[src/rtl/misc_v_pkg.sv]
// Shared types and constants for the 16-bit fetch stage.
// IF_SKID_BUF_EN adds the HOLD state used by the one-entry skid buffer.
package misc_v_pkg;

   localparam int WORD_W = 16;

   typedef logic [WORD_W-1:0] word_t;

   localparam word_t NOP = 16'h0000;

   typedef enum logic [1:0] {
      IDLE = 2'd0,
      REQ  = 2'd1
`ifdef IF_SKID_BUF_EN
      ,
      HOLD = 2'd2
`endif
   } fetch_state_e;

   // Instructions are halfword aligned, so the low address bit is forced to zero.
   function automatic word_t align_pc(input word_t addr);
      return {addr[WORD_W-1:1], 1'b0};
   endfunction

endpackage

[src/rtl/if_fetch_unit_if.sv]
// Handshake bundle between the fetch stage, instruction memory, IF/ID and hazard logic.
// master is the fetch unit's view; slave is the surrounding pipeline's view.
interface if_fetch_unit_if;

   logic                Stall;
   logic                Redirect;
   misc_v_pkg::word_t   RedirectPC;
   logic                IMemReady;
   misc_v_pkg::word_t   IMemData;
   logic                IMemReq;
   misc_v_pkg::word_t   IMemAddr;
   misc_v_pkg::word_t   OPC;
   misc_v_pkg::word_t   OIR;
   logic                IFIDWrite;

   modport master (
      input  Stall,
      input  Redirect,
      input  RedirectPC,
      input  IMemReady,
      input  IMemData,
      output IMemReq,
      output IMemAddr,
      output OPC,
      output OIR,
      output IFIDWrite
   );

   modport slave (
      output Stall,
      output Redirect,
      output RedirectPC,
      output IMemReady,
      output IMemData,
      input  IMemReq,
      input  IMemAddr,
      input  OPC,
      input  OIR,
      input  IFIDWrite
   );

endinterface

[src/rtl/if_pc_reg.sv]
// Program counter: async reset, sequential increment and aligned redirect load.
// A load always wins over an increment in the same cycle.
module if_pc_reg
   import misc_v_pkg::*;
#(
   parameter word_t RESET_PC = 16'h0000,
   parameter word_t PC_STEP  = 16'd2
) (
   input  logic  clk,
   input  logic  rst,
   input  logic  inc_en,
   input  logic  load_en,
   input  word_t load_pc,
   output word_t pc
);

   word_t pc_q;
   word_t pc_d;

   // Wraparound past 16'hFFFE is intentional: plain modulo-2^16 addition.
   always_comb begin
      pc_d = pc_q;
      if (load_en) begin
         pc_d = align_pc(load_pc);
      end else if (inc_en) begin
         pc_d = pc_q + PC_STEP;
      end
   end

   always_ff @(posedge clk or posedge rst) begin
      if (rst) begin
         pc_q <= RESET_PC;
      end else begin
         pc_q <= pc_d;
      end
   end

   assign pc = pc_q;

endmodule

[src/rtl/if_fetch_unit.sv]
// Instruction-fetch stage: drives instruction memory and loads the IF/ID register.
// Define IF_SKID_BUF_EN to keep a stalled fetch in a one-entry buffer instead of refetching it.
module if_fetch_unit
   import misc_v_pkg::*;
#(
   parameter word_t RESET_PC = 16'h0000,
   parameter word_t PC_STEP  = 16'd2
) (
   input logic             CLK,
   input logic             Reset,
   if_fetch_unit_if.master bus
);

   fetch_state_e state_q;
   fetch_state_e state_d;

   word_t pc;
   logic  pc_inc;
   logic  pc_load;

   logic  imem_req;
   logic  ifid_write;
   word_t opc;
   word_t oir;

`ifdef IF_SKID_BUF_EN
   word_t buf_pc_q;
   word_t buf_pc_d;
   word_t buf_ir_q;
   word_t buf_ir_d;
`endif

   if_pc_reg #(
      .RESET_PC (RESET_PC),
      .PC_STEP  (PC_STEP)
   ) u_pc_reg (
      .clk     (CLK),
      .rst     (Reset),
      .inc_en  (pc_inc),
      .load_en (pc_load),
      .load_pc (bus.RedirectPC),
      .pc      (pc)
   );

   // Outputs are combinational so IF/ID captures on the same edge that advances the PC.
   always_comb begin
      state_d    = state_q;
      pc_inc     = 1'b0;
      pc_load    = 1'b0;
      imem_req   = 1'b0;
      ifid_write = 1'b0;
      opc        = 16'h0000;
      oir        = NOP;
`ifdef IF_SKID_BUF_EN
      buf_pc_d   = buf_pc_q;
      buf_ir_d   = buf_ir_q;
`endif

      case (state_q)
         IDLE: begin
            state_d = REQ;
         end

         REQ: begin
            imem_req = 1'b1;
            opc      = pc;
            if (bus.Stall) begin
`ifdef IF_SKID_BUF_EN
               if (bus.IMemReady) begin
                  buf_pc_d = pc;
                  buf_ir_d = bus.IMemData;
                  pc_inc   = 1'b1;
                  state_d  = HOLD;
               end
`endif
            end else begin
               ifid_write = 1'b1;
               if (bus.IMemReady) begin
                  oir    = bus.IMemData;
                  pc_inc = 1'b1;
               end
            end
         end

`ifdef IF_SKID_BUF_EN
         HOLD: begin
            opc = buf_pc_q;
            oir = buf_ir_q;
            if (!bus.Stall) begin
               ifid_write = 1'b1;
               state_d    = REQ;
            end
         end
`endif

         default: begin
            state_d = IDLE;
         end
      endcase

      // A redirect squashes whatever is in flight; leaving HOLD also drops the buffer.
      if (bus.Redirect && (state_q != IDLE)) begin
         opc        = bus.RedirectPC;
         oir        = NOP;
         ifid_write = 1'b1;
         pc_inc     = 1'b0;
         pc_load    = 1'b1;
         state_d    = REQ;
      end
   end

   always_ff @(posedge CLK or posedge Reset) begin
      if (Reset) begin
         state_q  <= IDLE;
`ifdef IF_SKID_BUF_EN
         buf_pc_q <= 16'h0000;
         buf_ir_q <= NOP;
`endif
      end else begin
         state_q  <= state_d;
`ifdef IF_SKID_BUF_EN
         buf_pc_q <= buf_pc_d;
         buf_ir_q <= buf_ir_d;
`endif
      end
   end

   assign bus.IMemReq   = imem_req;
   assign bus.IMemAddr  = pc;
   assign bus.OPC       = opc;
   assign bus.OIR       = oir;
   assign bus.IFIDWrite = ifid_write;

endmodule

[src/flat_wrapper.sv]
// flat-port wrapper written by rule: the top's interface ports become plain ports
module if_fetch_unit_flat import misc_v_pkg::*;
#(
   parameter word_t RESET_PC = 16'h0000,
   parameter word_t PC_STEP  = 16'd2
)
  (CLK, Reset, bus_Stall, bus_Redirect, bus_RedirectPC, bus_IMemReady, bus_IMemData, bus_IMemReq, bus_IMemAddr, bus_OPC, bus_OIR, bus_IFIDWrite);
  if_fetch_unit_if bus_i ();
  input logic CLK;
  input logic Reset;
  input wire logic [$bits(bus_i.Stall)-1:0] bus_Stall;
  input wire logic [$bits(bus_i.Redirect)-1:0] bus_Redirect;
  input wire logic [$bits(bus_i.RedirectPC)-1:0] bus_RedirectPC;
  input wire logic [$bits(bus_i.IMemReady)-1:0] bus_IMemReady;
  input wire logic [$bits(bus_i.IMemData)-1:0] bus_IMemData;
  output wire logic [$bits(bus_i.IMemReq)-1:0] bus_IMemReq;
  output wire logic [$bits(bus_i.IMemAddr)-1:0] bus_IMemAddr;
  output wire logic [$bits(bus_i.OPC)-1:0] bus_OPC;
  output wire logic [$bits(bus_i.OIR)-1:0] bus_OIR;
  output wire logic [$bits(bus_i.IFIDWrite)-1:0] bus_IFIDWrite;
  assign bus_i.Stall = bus_Stall;
  assign bus_i.Redirect = bus_Redirect;
  assign bus_i.RedirectPC = bus_RedirectPC;
  assign bus_i.IMemReady = bus_IMemReady;
  assign bus_i.IMemData = bus_IMemData;
  assign bus_IMemReq = bus_i.IMemReq;
  assign bus_IMemAddr = bus_i.IMemAddr;
  assign bus_OPC = bus_i.OPC;
  assign bus_OIR = bus_i.OIR;
  assign bus_IFIDWrite = bus_i.IFIDWrite;
  if_fetch_unit #(.RESET_PC(RESET_PC), .PC_STEP(PC_STEP)) u_core (.CLK(CLK), .Reset(Reset), .bus(bus_i));
endmodule
[config.mk]
export PLATFORM = sky130hd
export DESIGN_NAME = if_fetch_unit_flat
export DESIGN_NICKNAME = d
export VERILOG_FILES = /design/src/rtl/misc_v_pkg.sv /design/src/rtl/if_fetch_unit_if.sv /design/src/rtl/if_pc_reg.sv /design/src/rtl/if_fetch_unit.sv /design/src/flat_wrapper.sv
export SDC_FILE = /design/constraint.sdc
export NUM_CORES = 1
export LEC_CHECK = 0
export BUFFER_PORTS_ARGS = -buffer_cell sky130_fd_sc_hd__buf_2
export CAP_MARGIN = 40
export CELL_PAD_IN_SITES_DETAIL_PLACEMENT = 0
export CELL_PAD_IN_SITES_GLOBAL_PLACEMENT = 1
export CORE_MARGIN = 5
export CORE_UTILIZATION = 26
export DETAILED_ROUTE_END_ITERATION = 6
export GPL_TIMING_DRIVEN = 0
export PLACE_DENSITY_LB_ADDON = 0.1
export REMOVE_ABC_BUFFERS = 1
export SYNTH_ARGS = -nofsm -noshare
export SYNTH_HDL_FRONTEND = slang
export SYNTH_SLANG_ARGS = --single-unit
[constraint.sdc]
create_clock -name CLK -period 1.39 [get_ports CLK]
set_input_delay 0.278 -clock CLK [delete_from_list [all_inputs] [get_ports CLK]]
set_output_delay 0.278 -clock CLK [all_outputs]
set_load 0.02 [all_outputs]
==> impl_metrics.ini <==
[power_and_ir_drop]
leakage_nw = 1.10
peakVddDrop_v = 0.000406
power.density_nw_per_um2 = 792
power_w = 0.00175

[sta]
setup_viol = 44
rsz0062_at_grt = yes
min_period_ns = 1.62
finalHoldViolations = 0
fin_skew_ns = 0.00537
maxSlewViolCount = 0
max_slew_margin_pct = 57.2
period_share_pct = 117
timing.final.ws_setup_ns = -0.231
fmax_ghz = 0.617
worst_pin_slew_ns = 0.641

[global_routing]
grt_max_degree = 25
use_met2_pct = 24.7
grt_pass1_vias = 1434
gr-usage-met3_pct = 3.77
antenna_found_initial = 0
grt_use_total_pct = 14.4
grt_pass1_wl_mm = 7.36
grt_use_met1_pct = 18.7
grt_overflow = 0
top_usage_layer = met2

[placed_design]
place_area_um2 = 1760
dpl.hpwl_mm = 3.13
gp_congestion = 0.705
port_buffers = 85

[clocking]
clk_pin_slew_worst_paths_ns = 0.07
clockBufferDepth = 2
clock_latency_ns = 0.25
h-tree-depth = 1
root_buffer = clkbuf_8
cts_tree = built
cts_buffers = 3
cts.sinks = 16
holdBufCountCts = 0

[logic_synthesis]
ys_seq_area_share_pct = 30.5
async_flop_share_pct = 100
synth_edf_count = 0
post-synth-top-count-cell = and3_1
synth.top_cell.area_share_pct = 30.5
ys_top_cells_by_count = and3_1, mux2i_1, dfrtp_1, nand2_1, nor2b_1
ys_ff_latch = 16
synthFlopType = dfrtp_1
synth_area_leaders = dfrtp_1, mux2i_1, and3_1
netlist_area_um2 = 1310
yosysTopAreaCell = dfrtp_1
yosys_warnings = 0
syn_avg_cell_area_um2 = 8.31
synth_cells = 158
ys_types = 32

[job]
drv_cap = 0

[layout]
antenna-diode-count = 0
area_delta_synth_final_pct = 68.2
fin_nets = 288
finalInstanceArea_um2 = 2210
fillers = 506
drive_above_1_share_pct = 55.4

[worst_setup_path]
start_kind = register
path_cells = and3b_1 > and3_1 > buf_2
crit_arrival_ns = 1.34
worstPathRequired_ns = 1.11
crit_family = flip-flops
cp_max_fo = 6
max_stage_delay_ns = 0.52
cp-end-kind = primary output
r2r_slack_ns = -0.16
critical_path_class = register to primary output
path_buf_inv = 1
slowest_stage = dfrtp_4

[die]
dieArea_um2 = 6570
die_w_um = 81.1
fp-row-count = 25
chipHeight_um = 81.1
core_um2 = 4820
start_util_pct = 27.3
top_level_ports = 87

[status]
violations = negative setup slack
status = finished, violations left

[routing]
totalWireLength_mm = 4.71
via_per_inst = 4.66
drc = 0
vias = 1472
drtPass1Iterations = 4
wl_per_cell_um = 14.9
ant_nets = 0
first_iter_violations = 49

[min_path]
hold_path_class = input port to asynchronous set/reset pin
## registers in the layout, indices dropped and copies added (netlist names)
name / cells
u_core.state_q: 1
u_core.u_pc_reg.pc: 15
## cell type report
class | count | area, um^2 | share of cell area, %
inverters | 2 | 7.51 | 0.340
clock buffers | 4 | 55.1 | 2.49
well taps | 67 | 83.8 | 3.79
multi-input cells | 128 | 990 | 44.8
flip-flops and latches | 16 | 410 | 18.6
repair buffers | 99 | 663 | 30.0
## stage by stage
stage | instances | hold slack (ns) | setup TNS, ns | utilization [%] | worst slack (ns)
final | 316 | 0.101 | -7.28 | 45.9 | -0.231
after global routing | 316 | 0.155 | -9.98 | 45.9 | -0.288
after CTS | 315 | 0.130 | -7.84 | 44.5 | -0.247
after detailed placement | 296 | 0.403 | -22.12 | 36.5 | -0.834
after global placement | 296 | 0.406 | -22.59 | 36.5 | -0.851
after floorplan | 144 | 0.192 | -6.46 | - | -0.520
## cell usage in the layout, fill, tap and decap left out, types with 3 or more instances in the layout
cell | Yosys | routed
a31oi_1 | 3 | 3
and3_1 | 18 | 10
and3_4 | 0 | 8
buf_2 | 3 | 68
buf_4 | 2 | 7
buf_6 | 0 | 24
clkbuf_8 | 0 | 4
dfrtp_1 | 16 | 10
dfrtp_2 | 0 | 5
mux2i_1 | 17 | 17
nand2_1 | 16 | 15
nand3_2 | 0 | 3
nand4_1 | 4 | 4
nor2_1 | 4 | 3
nor2b_1 | 15 | 11
nor2b_4 | 0 | 4
o21ai_0 | 7 | 5
o21ai_1 | 7 | 9
xnor2_1 | 4 | 3
xor2_1 | 6 | 6
## power breakdown
| part | switching [W] | internal [W] |
|---|---|---|
| Combinational | 0.000396 | 0.000305 |
| Clock | 0.000169 | 0.000252 |
| Sequential | 0.0000945 | 0.000532 |
## metal layers
metal  vias up  routed length, um  part of all wire, %
li1        734                  -                    -
met1       700               2090                   44
met2        36               2350                   50
met3         2                243                  5.2
met4         0                 19                 0.40
met5         -                  0                    0
## worst paths after layout
path / startpoint / cells past startpoint / to
worst max-delay path: u_core.state_q[0] / 3 / bus_OIR[3]
worst min register to register: u_core.u_pc_reg.pc[14] / 2 / u_core.u_pc_reg.pc[14]
worst max register to register: u_core.state_q[0] / 5 / u_core.u_pc_reg.pc[10]
min in group CLK: bus_RedirectPC[11] / 3 / u_core.u_pc_reg.pc[11]
worst min-delay path: Reset / 2 / u_core.u_pc_reg.pc[11]
max in group asynchronous: Reset / 2 / u_core.state_q[0]
## repair_timing
item	4_1_cts	5_1_grt
gates cloned	2	0
resized for setup	66	14
pin swaps	24	4
buffers inserted	13	1
endpoints found under the setup margin	49	48
## logic make-up after synthesis
kind of cell	Yosys count	share of synthesized area (%)
AND/OR/NAND/NOR	77	35.0
AO/OA/AOI/OAI	19	7.90
multiplexers	17	13.0
flip-flops	16	30.5
buffers and inverters	16	5.43
XOR/XNOR	10	6.67
other	2	0.572
adder cells (fa/ha/maj)	1	0.952
No activity file was read; power rests on OpenSTA's default activity.
